`src/rtl/uart_pkg.sv`:
```
// uart_pkg: definitions shared by the UART receive path.
//   - trig_lvl encodings and the threshold they select
//   - RDR bit positions
//   - default character-timeout length
//   - rx_entry_t: one stored character (data plus error flags)
package uart_pkg;

    typedef enum logic [1:0] {
        TRIG_ONE     = 2'b00,  // threshold 1
        TRIG_QUARTER = 2'b01,  // threshold DEPTH/4
        TRIG_HALF    = 2'b10,  // threshold DEPTH/2
        TRIG_NEARFUL = 2'b11   // threshold DEPTH-2
    } trig_lvl_e;

    localparam int DATA_LSB = 0;
    localparam int PE_BIT   = 8;
    localparam int FE_BIT   = 9;
    localparam int NE_BIT   = 10;

    localparam logic [15:0] TIMEOUT_CYC_DEF = 16'd4000;

    typedef struct packed {
        logic       fe;
        logic       pe;
        logic [7:0] data;
    } rx_entry_t;

    // Interrupt threshold, in entries, for a trig_lvl setting.
    function automatic int unsigned trig_threshold(input logic [1:0] lvl,
                                                   input int unsigned depth);
        case (trig_lvl_e'(lvl))
            TRIG_ONE:     return 1;
            TRIG_QUARTER: return depth / 4;
            TRIG_HALF:    return depth / 2;
            default:      return depth - 2;
        endcase
    endfunction

endpackage

```
`src/rtl/uart_rx_fifo_mem.sv`:
```
// uart_rx_fifo_mem: DEPTH x rx_entry_t register array.
//   clk          system clock
//   we/waddr/wdata  synchronous write port
//   raddr/rdata     asynchronous read port
// No reset: contents are only meaningful behind the owner's count.
module uart_rx_fifo_mem
    import uart_pkg::*;
#(
    parameter int DEPTH = 16,
    parameter int AW    = 4
) (
    input  logic            clk,
    input  logic            we,
    input  logic [AW-1:0]   waddr,
    input  rx_entry_t       wdata,
    input  logic [AW-1:0]   raddr,
    output rx_entry_t       rdata
);

    rx_entry_t mem [DEPTH];

    always_ff @(posedge clk) begin
        if (we) mem[waddr] <= wdata;
    end

    assign rdata = mem[raddr];

endmodule

```
`src/rtl/uart_rx_fifo.sv`:
```
// uart_rx_fifo: receive character buffer between a UART receiver and the
// register file. Presents the oldest entry as the RDR word, pops on rx_read,
// flags overrun, and raises a trigger-level (and optional timeout) interrupt.
//
// Optional feature: define UART_RX_TIMEOUT_EN to build the character-timeout
// idle counter; otherwise timeout is constant 0.
//
// Ports:
//   clk, rst          clock, synchronous active-high reset
//   wr_en, wr_data    character strobe / byte from the receiver shifter
//   wr_pe, wr_fe      parity / framing error for that character
//   rx_read           pop strobe (CPU read of RDR)
//   sr_read           CPU read of SR, clears overrun
//   flush             empties the FIFO
//   trig_lvl          interrupt threshold select
//   rdr               {21'b0, not_empty, fe, pe, data} of the head entry
//   count, empty, full  occupancy
//   overrun           sticky: a character was dropped while full
//   timeout           sticky: data has sat idle for TIMEOUT_CYC clocks
//   int_rx            interrupt request
module uart_rx_fifo
    import uart_pkg::*;
#(
    parameter int          DEPTH       = 16,
    parameter int          AW          = 4,
    parameter logic [15:0] TIMEOUT_CYC = TIMEOUT_CYC_DEF
) (
    input  logic          clk,
    input  logic          rst,
    input  logic          wr_en,
    input  logic [7:0]    wr_data,
    input  logic          wr_pe,
    input  logic          wr_fe,
    input  logic          rx_read,
    input  logic          sr_read,
    input  logic          flush,
    input  logic [1:0]    trig_lvl,
    output logic [31:0]   rdr,
    output logic [AW:0]   count,
    output logic          empty,
    output logic          full,
    output logic          overrun,
    output logic          timeout,
    output logic          int_rx
);

    logic [AW-1:0] wr_ptr, rd_ptr;
    logic          do_wr, do_rd, ovr_set;
    logic [AW:0]   thr;
    rx_entry_t     head, wr_entry;

    assign empty = (count == '0);
    assign full  = count[AW];

    // A write into a full FIFO is still accepted when a pop frees a slot in
    // the same cycle; full implies non-empty, so that pop is always valid.
    assign do_wr   = wr_en & ~flush & (~full | rx_read);
    assign do_rd   = rx_read & ~flush & ~empty;
    assign ovr_set = wr_en & ~flush & full & ~rx_read;

    assign wr_entry = '{fe: wr_fe, pe: wr_pe, data: wr_data};

    uart_rx_fifo_mem #(.DEPTH(DEPTH), .AW(AW)) u_mem (
        .clk   (clk),
        .we    (do_wr),
        .waddr (wr_ptr),
        .wdata (wr_entry),
        .raddr (rd_ptr),
        .rdata (head)
    );

    always_ff @(posedge clk) begin
        if (rst) begin
            wr_ptr  <= '0;
            rd_ptr  <= '0;
            count   <= '0;
            overrun <= 1'b0;
        end else begin
            if (flush) begin
                wr_ptr <= '0;
                rd_ptr <= '0;
                count  <= '0;
            end else begin
                if (do_wr) wr_ptr <= wr_ptr + 1'b1;
                if (do_rd) rd_ptr <= rd_ptr + 1'b1;
                case ({do_wr, do_rd})
                    2'b10:   count <= count + 1'b1;
                    2'b01:   count <= count - 1'b1;
                    default: count <= count;
                endcase
            end
            // Set wins over a same-cycle clear so a drop is never lost.
            if (ovr_set)      overrun <= 1'b1;
            else if (sr_read) overrun <= 1'b0;
        end
    end

    // Head word is masked to zero when empty so stale memory never leaks.
    always_comb begin
        rdr = '0;
        if (!empty) begin
            rdr[DATA_LSB +: 8] = head.data;
            rdr[PE_BIT]        = head.pe;
            rdr[FE_BIT]        = head.fe;
            rdr[NE_BIT]        = 1'b1;
        end
    end

`ifdef UART_RX_TIMEOUT_EN
    logic [15:0] idle_cnt;
    logic        timeout_q;

    // timeout is raised on the edge that brings idle_cnt to TIMEOUT_CYC, so
    // it is visible exactly TIMEOUT_CYC clocks after the last activity.
    always_ff @(posedge clk) begin
        if (rst) begin
            idle_cnt  <= '0;
            timeout_q <= 1'b0;
        end else begin
            if (wr_en || rx_read || flush || empty) begin
                idle_cnt <= '0;
            end else if (idle_cnt != TIMEOUT_CYC) begin
                idle_cnt <= idle_cnt + 16'd1;
                if (idle_cnt + 16'd1 == TIMEOUT_CYC) timeout_q <= 1'b1;
            end
            if (rx_read || flush) timeout_q <= 1'b0;
        end
    end

    assign timeout = timeout_q;
`else
    assign timeout = 1'b0;
`endif

    assign thr    = (AW+1)'(trig_threshold(trig_lvl, DEPTH));
    assign int_rx = (count >= thr) | timeout;

endmodule

```
`config.mk`:
```
export PLATFORM = sky130hd
export DESIGN_NAME = uart_rx_fifo
export DESIGN_NICKNAME = d
export VERILOG_FILES = /design/src/rtl/uart_pkg.sv /design/src/rtl/uart_rx_fifo_mem.sv /design/src/rtl/uart_rx_fifo.sv
export SDC_FILE = /design/constraint.sdc
export NUM_CORES = 1
export LEC_CHECK = 0
export ABC_AREA = 1
export CAP_MARGIN = 20
export CORE_MARGIN = 2
export CORE_UTILIZATION = 50
export CTS_BUF_LIST = sky130_fd_sc_hd__clkbuf_4 sky130_fd_sc_hd__clkbuf_8
export DETAILED_ROUTE_END_ITERATION = 12
export GPL_ROUTABILITY_DRIVEN = 0
export PLACE_DENSITY_LB_ADDON = 0.15
export SLEW_MARGIN = 20
export SYNTH_ARGS = -nofsm -noshare
export SYNTH_HDL_FRONTEND = slang
export SYNTH_SLANG_ARGS = --single-unit
```
`constraint.sdc`:
```
create_clock -name clk -period 3.9 [get_ports clk]
set_clock_uncertainty 0.05 [all_clocks]
set_input_delay 0.585 -clock clk [delete_from_list [all_inputs] [get_ports clk]]
set_output_delay 0.585 -clock clk [all_outputs]
set_load 0.1 [all_outputs]
```
# Word level (Yosys, flattened, before mapping)
# Memory sizes are Yosys's and may differ from the RTL's. A register that Yosys moved wholly into a read port is not among the register bits.
# Cells that the tools add are included.
[word_totals]
ff_bits = 14
latch_bits = 0
ramBits = 160
mem_bits_ro = 0
out_inout_bits = 42
word_cells = 39
n_memories = 1
[classes]
add_sub_neg = 4
multipliers = 0
div_mod_pow = 0
magnitude_cmp = 1
n_eq_ne = 4
shift = 0
muxes = 9
bitwise_logic = 11
reduce_logical = 5
[memory_table]
columns = ["memory", "depth", "word_bits", "read_ports", "rd_ports_with_merged_regs", "wr", "line", "rtl"]
rows = [
  ["u_mem.mem", 16, 10, 1, 1, 1, "uart_rx_fifo_mem.sv:20", "rx_entry_t mem [DEPTH];"],
]
[op_table]
columns = ["operator", "n"]
rows = [
  ["$pmux 4 s3", 1],
  ["$mux 11", 1],
  ["$pmux 5 s2", 1],
  ["$add 4x1->4 const B", 2],
  ["$mux 4", 2],
  ["$and 1x1->1", 6],
  ["$add 5x1->5 const B", 1],
  ["$ge 5x5->1", 1],
  ["$logic_not 5->1", 1],
  ["$sub 5x1->5 const B", 1],
  ["$eq 2x1->1 const B", 2],
  ["$eq 2x2->1 const B", 2],
  ["$mux 1", 4],
  ["$not 1->1", 4],
  ["$reduce_bool 2->1", 2],
  ["$logic_not 2->1", 1],
  ["$reduce_or 2->1", 1],
  ["$or 1x1->1", 1],
]

# Logic depth before layout (Yosys ltp)
[logic_depth]
word_depth = 5
ltp_mapped = 15
mapped_depth_nobuf = 15

# By module
# From an unflattened synthesis, not the netlist that was laid out.
[hier_totals]
cells_unflattened = 853
area_unflattened_um2 = 8152.8
[by_module_without_submodules]
columns = ["module", "n_inst", "cells_per_inst", "area_per_inst_um2", "seq_area_each_um2"]
rows = [
  ["uart_rx_fifo_mem", 1, 672, 6971.7, 4804.6],
  ["uart_rx_fifo", 1, 181, 1181.1, 280.3],
]

# Least setup slack after synthesis
# OpenSTA, ideal clock, no wires.
[synth_timing]
path_kind = "register -> output"
from = "reg count[4]"
to = "out rdr[1]"
t_arrival_ns = 3.685
required_time_ns = 3.265
path_slack_ns = -0.420
path_stages_with_launch = 6
path_cell_list = "dfxtp_1 > nor2_1 > nand3_2 > inv_1 > buf_2 > a21oi_1"
[synth_between]
elab_chain_len = 2
[synth_rtl]
columns = ["element", "line", "rtl"]
rows = [
  ["start, declared", "uart_rx_fifo.sv:39", "output logic [AW:0] count,"],
  ["start signal, assigned", "uart_rx_fifo.sv:87", "2'b10: count <= count + 1'b1;"],
  ["start signal, assigned", "uart_rx_fifo.sv:88", "2'b01: count <= count - 1'b1;"],
  ["start signal, assigned", "uart_rx_fifo.sv:89", "default: count <= count;"],
  ["$logic_not 5->1", "uart_rx_fifo.sv:52", "assign empty = (count == '0);"],
  ["net empty", "uart_rx_fifo.sv:40", "output logic empty,"],
  ["$mux 11", "uart_rx_fifo.sv:101", "if (!empty) begin"],
  ["end, declared", "uart_rx_fifo.sv:38", "output logic [31:0] rdr,"],
]
# The timed path passes the listed nets, and every way through them passes these cells.

==> metrics.md <==
| Metric | Value |
|---|---|
| Sequential share of power | `around 56%` |
| Vias per inst | `approximately 5.6` |
| Via count | `about 4800` |
| Antenna cells | `0` |
| Fin nets | `a little under 700` |
| DIE WIDTH | `roughly 130 um` |
| Worst Path Arrival | `between 2 and 3 ns` |
| TritonCTS clock tree | `done` |
| Multi-input gate area | `0.00195 mm^2` |
| Fin util | `57.3%` |
| Area after DPL | `between 0.007 and 0.008 mm^2` |
| Most common cell after layout, fill and taps aside | `edfxtp_1` |
| Yosys top cell by area | `edfxtp_1` |
| Max VDD drop | `249 uV` |
| Worst-skew pair later-pin latency | `0.46 ns` |
| Final WL | `16300 um` |
| Top-area cell type share of the netlist area | `between 60% and 70%` |
| Post_cts resized | `0` |
| Comb pwr share | `11.6%` |
| Dpl hpwl | `9900 um` |
| Critical path launch point type | `flop` |
| DR pass1 iterations | `5` |
| Final instance area | `approximately 0.0084 mm^2` |
| WL per Instance | `18.9 um` |
| Pwr Total | `~3700 uW` |
| Register area | `around 0.0052 mm^2` |
| Number of port buffers | `37` |
| Hold Violations, Final | `0` |
| WHS | `roughly 0.42 ns` |
| DR iter-0 viols | `about 420` |
| Sw Ratio | `between 20% and 30%` |
| Register area share after synthesis | `between 60% and 70%` |
| # Post-CTS Setup Buffers | `0` |
| Root buffer cell | `clkbuf_8` |
| Predominant post-synthesis flop cell | `edfxtp_1` |
| Post-synth EDFFs | `160` |
| FILL cells | `between 1000 and 1500` |
| Fmax | `304 MHz` |
| Die Span Y | `approximately 130 um` |
| Req. time, crit path | `about 3.3 ns` |
| FP Rows | `44` |
| FF+latch count, synth | `between 150 and 200` |
| Final WS setup | `0.613 ns` |
| Global-route wire length before repair | `~25000 um` |
| Hold Crit Class | `flop to flop` |
| RSZ-0062 raised after global routing | `false` |
| Worst-path clk slew | `0.09 ns` |
| Post-DRT Antenna Nets | `0` |
| Max_cap viols | `0` |
| Slew HR | `roughly a third` |
| DRC violations left | `0` |
| Mapped Area | `around 0.0075 mm^2` |
| Layout cells sized above 1 | `11.5%` |
| Starting density of the core | `roughly half` |
| H-tree Lvls | `4` |
| Mean Syn Cell Area | `between 10 and 15 um^2` |
| Most frequent cells in the layout | `160 x edfxtp_1, 128 x nor2_1, 73 x o21ai_0` |
| Largest net degree at the start of global routing | `81` |
| GRT Total Usage | `approximately a fifth` |
| Endpoints failing setup | `0` |
| Status | `finished, final reports clean` |
| Switching power total | `1030 uW` |
| Die Area | `0.0160 mm^2` |
| Grt ovf | `0` |
| Initial antenna violation count | `0` |
| Num CTS Buffers | `17` |
| Synth area leaders | `edfxtp_1 64%, nor2_1 6.4%, o21ai_0 4.9%` |
| Syn-to-layout area delta | `11.7%` |
| CP Class | `flop to primary output` |
| Hold-fix buffers at CTS | `0` |
| Vias in the first global route | `about 4600` |
| Max FO, Critical Path | `42` |
| Leakage power | `just under 0.003 uW` |
| Final-report max-slew violation count | `0` |
| Final period util | `around 84%` |
| I/O pin count | `60` |
| Async SR Flop Fraction | `0%` |
| CTS Sinks | `178` |
| Core Region | `approximately 0.015 mm^2` |
| Yosys cell types | `30` |
| Crit path time final | `roughly 3.3 ns` |
| Syn Inst Count | `between 600 and 700` |
| Worst setup EP type | `primary output` |
| Pwr Density | `446 mW/mm^2` |
| CTS Buffer Depth | `2` |
| Pint | `2690 uW` |
| Worst slack at placement | `around 1.1 ns` |
| Synthesis warning total | `0` |
| Worst-Margin Slew | `a little under 1 ns` |
| Clk pwr share | `32.2%` |
==> cells in the mapped netlist, types with 2 or more instances <==
cell type  number
o221ai_1       30
clkbuf_1        7
nor2_1        128
o21ai_1        20
ha_1           12
inv_1          29
nand3_1        22
o22ai_1        10
buf_4          24
dfxtp_1        18
clkbuf_2        3
nand3_2         2
nand2_1        25
o21ai_0        73
a21oi_1        20
edfxtp_1      160
xor2_1          3
buf_2          19
xnor2_1         2
nand2_2         4
==> power groups by stage <==
stage          clock [uW]  sequential [uW]  combinational (uW)
5_1_grt              1300             2100                 455
3_3_place_gp            0             2140                 428
4_1_cts              1230             2090                 433
3_5_place_dp            0             2140                 432
6_report             1200             2090                 432
2_1_floorplan           0             2150                 330
==> final cells by class <==
class                      instances  area share (%)
sequential                       178            61.8
multi-input combinational        379            23.4
timing repair buffer              59            6.19
clock buffer                      19            2.98
tap                              184            2.75
clock inverter                    13            1.54
inverter                          31            1.41
==> worst max-delay path: stages (launching register included) <==
cell	delay [ns]
dfxtp_2	0.58
buf_4	0.45
o21ai_0	0.17
o22ai_1	0.18
nor2_1	0.06
nor2_1	0.08
o21ai_1	0.10
a21oi_1	0.22
buf_4	0.32
==> sequential cells by signal (all words and copies together), names as in the netlist, named ones only <==
| register | cells |
|---|---|
| u_mem.mem | 160 |
| count | 5 |
| rd_ptr | 4 |
| wr_ptr | 4 |
| overrun | 1 |
==> cells by family after synthesis <==
family	after synthesis	synth area share, %
adder cells (fa/ha/maj)	12	2.01
XOR/XNOR	5	0.585
other	1	0.0501
AND/OR/NAND/NOR	185	10.3
flip-flops	178	69.0
AO/OA/AOI/OAI	155	12.1
buffers and inverters	85	5.95
==> worst paths after layout <==
check                                             end  cells after the start  slack, ns                  start
worst max-delay path                           rdr[3]                      8       0.61                   flop
worst min-delay path             overrun$_SDFFE_PP0P_                      2       0.42   overrun$_SDFFE_PP0P_
worst max register to register  count[4]$_SDFFE_PP0P_                     14       1.63  count[4]$_SDFFE_PP0P_
worst min register to register   overrun$_SDFFE_PP0P_                      2       0.42   overrun$_SDFFE_PP0P_
==> layer usage <==
layer	up-vias	part of all wire (%)	GRT usage (%)
met2	152	49	33.8
met5	-	0	0
met1	2334	44	28.3
li1	2285	-	-
met3	27	5.4	4.09
met4	0	2.1	9.37
==> metrics by stage <==
step / cells / TNS (ns)
detailed placement: 831 / 0
CTS: 863 / 0
finish: 863 / 0
floorplan: 642 / -3.79
global route: 863 / 0
global placement: 831 / 0
Power figures use the tool's default switching activity.
